===== config.mk =====
export PLATFORM = sky130hd
export DESIGN_NAME = y_signature_collector
export DESIGN_NICKNAME = d
export VERILOG_FILES = /design/src/rtl/y_signature_collector.sv
export SDC_FILE = /design/constraint.sdc
export NUM_CORES = 1
export LEC_CHECK = 0
export CAP_MARGIN = 25
export CORE_ASPECT_RATIO = 0.8
export CORE_MARGIN = 10
export CORE_UTILIZATION = 24
export CTS_CLUSTER_DIAMETER = 150
export DETAILED_ROUTE_END_ITERATION = 10
export PLACE_DENSITY = 0.49
export SLEW_MARGIN = 40
export SYNTH_ARGS = -nofsm -noshare
export SYNTH_HDL_FRONTEND = slang
export SYNTH_SLANG_ARGS = --single-unit
export TNS_END_PERCENT = 5

===== constraint.sdc =====
create_clock -name clk -period 1.9 [get_ports clk]
set_input_delay 0.19 -clock clk [delete_from_list [all_inputs] [get_ports clk]]
set_output_delay 0.19 -clock clk [all_outputs]
set_load 0.05 [all_outputs]

===== src/rtl/y_signature_collector.sv =====
// y_signature_collector
// Folds the 82-bit result bus y into a 32-bit MISR signature over a
// programmed number of samples. An optional warm-up precedes the capture.
// The final signature is compared against exp_sig and can be shifted out
// serially, MSB first.
//
// state   | meaning
// --------+--------------------------------------------------------------
// IDLE    | waiting for start; the signature holds SEED
// SKIP    | warm-up cycles after start; y is ignored
// CAPTURE | y is folded into the MISR once per clock
// DONE    | signature holds; match is valid; shift_en shifts sig out
module y_signature_collector #(
  parameter int                DATA_W = 82,
  parameter int                SIG_W  = 32,
  parameter logic [SIG_W-1:0]  POLY   = 32'h04C11DB7,
  parameter logic [SIG_W-1:0]  SEED   = 32'h00000000,
  parameter int                CNT_W  = 8
) (
  input  logic              clk,
  input  logic              rst_n,
  input  logic              start,
  input  logic [CNT_W-1:0]  skip_cycles,
  input  logic [CNT_W-1:0]  num_samples,
  input  logic [DATA_W-1:0] y,
  input  logic [SIG_W-1:0]  exp_sig,
  input  logic              shift_en,
  output logic              busy,
  output logic              done,
  output logic              match,
  output logic [SIG_W-1:0]  sig,
  output logic [CNT_W-1:0]  sample_cnt,
  output logic              sig_sout
);

  // Number of SIG_W-wide chunks needed to cover y; the last chunk is zero-padded.
  localparam int NCH = (DATA_W + SIG_W - 1) / SIG_W;

  typedef enum logic [1:0] {
    IDLE    = 2'd0,
    SKIP    = 2'd1,
    CAPTURE = 2'd2,
    DONE    = 2'd3
  } state_t;

  state_t               state, state_next;
  logic [CNT_W-1:0]     skip_cnt;
  logic [CNT_W-1:0]     num_lat;
  logic [NCH*SIG_W-1:0] ypad;
  logic [SIG_W-1:0]     fold;
  logic [SIG_W-1:0]     misr_next;
  logic                 load;
  logic                 cap;
  logic                 shift;

  // XOR-fold y into one SIG_W word, then form the next MISR value.
  always_comb begin
    ypad = '0;
    ypad[DATA_W-1:0] = y;
    fold = '0;
    for (int i = 0; i < NCH; i++) begin
      fold = fold ^ ypad[i*SIG_W +: SIG_W];
    end
    misr_next = {sig[SIG_W-2:0], 1'b0} ^ (sig[SIG_W-1] ? POLY : '0) ^ fold;
  end

  // State register.
  always_ff @(posedge clk or negedge rst_n) begin
    if (!rst_n) begin
      state <= IDLE;
    end else begin
      state <= state_next;
    end
  end

  // Next-state decode and datapath strobes; start wins over shift_en in DONE.
  always_comb begin
    state_next = state;
    load       = 1'b0;
    cap        = 1'b0;
    shift      = 1'b0;
    case (state)
      IDLE: begin
        if (start) begin
          load = 1'b1;
          if (skip_cycles != '0)      state_next = SKIP;
          else if (num_samples != '0) state_next = CAPTURE;
          else                        state_next = DONE;
        end
      end
      SKIP: begin
        // Treating 0 like 1 keeps a corrupted counter from stalling the run.
        if (skip_cnt <= CNT_W'(1)) begin
          state_next = (num_lat != '0) ? CAPTURE : DONE;
        end
      end
      CAPTURE: begin
        cap = 1'b1;
        if ((sample_cnt + CNT_W'(1)) == num_lat) state_next = DONE;
      end
      DONE: begin
        if (start) begin
          load = 1'b1;
          if (skip_cycles != '0)      state_next = SKIP;
          else if (num_samples != '0) state_next = CAPTURE;
          else                        state_next = IDLE;
          if (skip_cycles == '0 && num_samples == '0) state_next = DONE;
        end else if (shift_en) begin
          shift = 1'b1;
        end
      end
      default: state_next = IDLE;
    endcase
  end

  // Signature, counters and latched run parameters.
  always_ff @(posedge clk or negedge rst_n) begin
    if (!rst_n) begin
      sig        <= SEED;
      sample_cnt <= '0;
      skip_cnt   <= '0;
      num_lat    <= '0;
    end else if (load) begin
      sig        <= SEED;
      sample_cnt <= '0;
      skip_cnt   <= skip_cycles;
      num_lat    <= num_samples;
    end else begin
      if (cap) begin
        sig <= misr_next;
        if (sample_cnt != '1) sample_cnt <= sample_cnt + CNT_W'(1);
      end else if (shift) begin
        sig <= {sig[SIG_W-2:0], 1'b0};
      end
      if (state == SKIP && skip_cnt != '0) skip_cnt <= skip_cnt - CNT_W'(1);
    end
  end

  assign busy     = (state == SKIP) || (state == CAPTURE);
  assign done     = (state == DONE);
  assign match    = done && (sig == exp_sig);
  assign sig_sout = sig[SIG_W-1];

endmodule

==> results.tsv, run 1 <==
stage	metric	value	unit
status	status	complete, but fails checks	
status	violations	negative setup slack	
synth	ys_ff_latch	58	
placement	placed_cells_incl_taps	904	
timing	holdWs	0.382	ns
run	cap_viol_max_count	0	
timing	fmax	0.460	GHz
synth	ys_seq_area_share	35.8	%
detailed_routing	wire_per_inst	16.7	µm
global_routing	grt_pass1_vias	4381	
clocking	htree_levels	3	
die	die_x	165	µm
finish	drive_gt1_share	21.1	%
worst_setup_path	crit_required	1.71	ns
pwr	pwr-share-comb	60.4	%
clocking	cts_made_buffers	9	
timing	hold_viol_final	0	
finish	fin_util	41.8	%
pwr	cellInternalPower	5.01	mW
timing	fin_ws	-0.276	ns
timing	grt_setup_unrepaired	yes	
worst_setup_path	cp.arrival	1.99	ns
timing	setup_viol	3	
worst_setup_path	crit_fanout	2	
detailed_routing	drt_drc_violations_left	0	
clocking	clk_latency	0.33	ns
worst_hold_path	hold_path_class	in2async	
synth	avgSynthCellArea	8.71	µm²
pwr	pwr-share-seq	23.8	%
detailed_routing	wirelength	15.4	mm
detailed_routing	drt_iter0_drc	142	
pwr	p_leak	2.71	nW
clocking	cts_root_buf	clkbuf_16	
worst_setup_path	path_buf_inv	2	
worst_setup_path	cp_common_cell	nand4_1	
pwr	power_frac_clock	15.8	%
synth	synthCells	466	
detailed_routing	vias	3948	
die	ios	178	
pwr	p_sw_share	44.9	%
detailed_routing	routed_via_density	4.29	
clocking	cts_tree	yes	
synth	synth_edf_count	0	
worst_setup_path	crit_type	reg2out	
detailed_routing	postRouteAntennaNets	0	
timing	fin_worst_skew	0.00841	ns
die	rows	42	
die	dieArea	22500	µm²
clocking	clkTransAtPathRegs	0.05	ns
synth	synth_cell_types	35	
worst_setup_path	cp_slowest_cell	dfrtp_2	
global_routing	grt_max_degree	59	
worst_setup_path	critPathTopFamily	simple AND/OR/NAND/NOR gates	
worst_setup_path	crit_path_start_kind	register	
worst_setup_path	cp_cell_sequence	xnor2_1 -> buf_4 -> nand4_1 -> nor4_2 -> nand4_1 -> nor4_4 -> buf_12	
worst_setup_path	crit_path_end_kind	primary output	
global_routing	track_usage	13.8	%
timing	worst_slew_pin_slew	0.530	ns
finish	fin_cells	920	
detailed_routing	firstDrtPassIters	4	
timing	fin_crit	2.18	ns
finish	final_cell_mix	clkdlybuf4s50_1 (149), xnor2_1 (124), buf_4 (78)	
placement	portBuffers	177	
finish	layout_commonest_cell	clkdlybuf4s50_1	
global_routing	gr-total-overflow	0	
timing	relSlewSlack	64.6	%
global_routing	antenna_found_initial	1	
die	die_h	136	µm
synth	synthFlopType	dfrtp_1	
die	core_area	16600	µm²
pwr	finalPower	9.09	mW
placement	place_congestion	0.775	
synth	synth_nets	609	
finish	diodes	0	
synth	ys_async_sr_fraction	100	%
worst_setup_path	slowest_delay	0.41	ns
pwr	ir_worst_vdd	0.612	mV
pwr	powerDensity	1310	nW/µm²
clocking	clock-sinks	58	
timing	fin_crit_sh	115	%
timing	slew_violations	0	
placement	hpwl	12.7	mm
pwr	p_sw	4.08	mW
clocking	clockBufferDepth	2	
finish	n_fill_cell	1671	
global_routing	grt_pass1_wl	24.0	mm
die	start_util	24.5	%
finish	syn_to_final_growth	70.6	%
synth	syn-cell-area	4060	µm²
finish	nets	838	
synth	yosysWarnings	0	
==> registers in the layout (all words and copies together) (netlist names) <==
name,count
sig,32
num_lat,8
sample_cnt,8
skip_cnt,8
state,2
==> logic make-up (layout without fill, tap and decap cells) <==
kind of cell,count (synthesis),count (layout),share of synthesized area [%]
AOI/OAI and AO/OA,57,57,8.11
xor gates and xnor gates,149,149,32.2
adders and majority gates,9,9,2.78
buffers and inverters,29,263,3.05
DFF,58,58,35.8
muxes,3,3,0.802
and+or+nand+nor,161,161,17.3
==> power by group through the flow <==
stage                     Combinational [mW]  Clock [mW]  Sequential (mW)
after floorplan                         2.42           0             2.94
after global placement                  5.40           0             2.15
after detailed placement                5.46           0             2.15
after CTS                               5.53        1.48             2.16
after global routing                    6.01        1.53             2.23
final                                   5.49        1.44             2.16
==> cell usage after synthesis, drive strengths merged, types with 2 or more instances <==
master  count  area, µm²
o22ai       2       12.5
o21ai      40        200
nor4        9       56.3
nand3       7       35.0
nand4      10       62.6
inv         9       33.8
dfrtp      58       1450
ha          9        113
xor2       18        158
buf         5       32.5
nor3        6       30.0
a21oi       8       40.0
clkbuf     15       57.6
mux2        2       22.5
a31oi       2       12.5
xnor2     131       1150
or3         3       18.8
nand2      72        270
nor2       47        176
==> layer usage <==
layer / vias to the layer above / track usage [%] / routed length, µm
met3: 7 / 7.83 / 1730
met4: 0 / 2.43 / 129
met1: 1817 / 16.2 / 6460
li1: 1982 / - / -
met5: - / 0 / 0
met2: 142 / 21.9 / 7080
==> final timing paths <==
path                                                 from                      end  slack (ns)  depth (start not counted)
worst max register to register  sample_cnt[0]$_DFFE_PN0P_     state[0]$_DFFE_PN0P_       -0.16                          8
worst max-delay path                  sig[16]$_DFFE_PN0P_                    match       -0.28                          7
max in group asynchronous                           rst_n      sig[29]$_DFFE_PN0P_        1.18                          3
worst min register to register     num_lat[0]$_DFFE_PN0P_   num_lat[0]$_DFFE_PN0P_        0.54                          2
worst min-delay path                                rst_n  skip_cnt[4]$_DFFE_PN0P_        0.38                          3
min in group clk                           num_samples[1]   num_lat[1]$_DFFE_PN0P_        0.44                          3
==> through the flow <==
step | worst slack (ns) | setup TNS, ns | area (µm²)
floorplan | -0.200 | -0.638 | 4130
global placement | -0.347 | -0.743 | 6560
detailed placement | -0.355 | -0.792 | 6560
CTS | -0.306 | -0.625 | 6880
global route | -0.384 | -0.866 | 6920
finish | -0.276 | -0.593 | 6920
==> repair_timing <==
item / CTS / global route
setup endpoints to repair: 4 / 27
endpoints found under the hold margin: 58 / 0
hold buffers: 1 / 0
resized for setup: 10 / 13
setup buffers: 0 / 0
pin swaps: 4 / 0
==> area by class of cell <==
cell class              instances  area [µm²]  area share [%]
multi-input cells             379        2630            38.0
repair buffers                238        2240            32.4
flip-flops and latches         58        1480            21.4
well taps                     220         275            3.98
clock buffers                  12         236            3.42
inverters                       9        33.8           0.488
clock inverters                 4        20.0           0.289
==> tightest hold or removal path: cells and delay by family <==
family	cells	cell delay, ns
buffers and inverters	3	0.91
(Power assumes the default switching activity.)
==> run 2: changes to the inputs <==
--- a/config.mk
+++ b/config.mk
@@ -11,6 +11,8 @@
 export CORE_UTILIZATION = 24
 export CTS_CLUSTER_DIAMETER = 150
 export DETAILED_ROUTE_END_ITERATION = 10
+export GPL_ROUTABILITY_DRIVEN = 0
+export HOLD_SLACK_MARGIN = 0.06
 export PLACE_DENSITY = 0.49
 export SLEW_MARGIN = 40
 export SYNTH_ARGS = -nofsm -noshare
==> results of run 2 <==
Same layout as run 1: the final DEF is identical, and so are final timing and power.
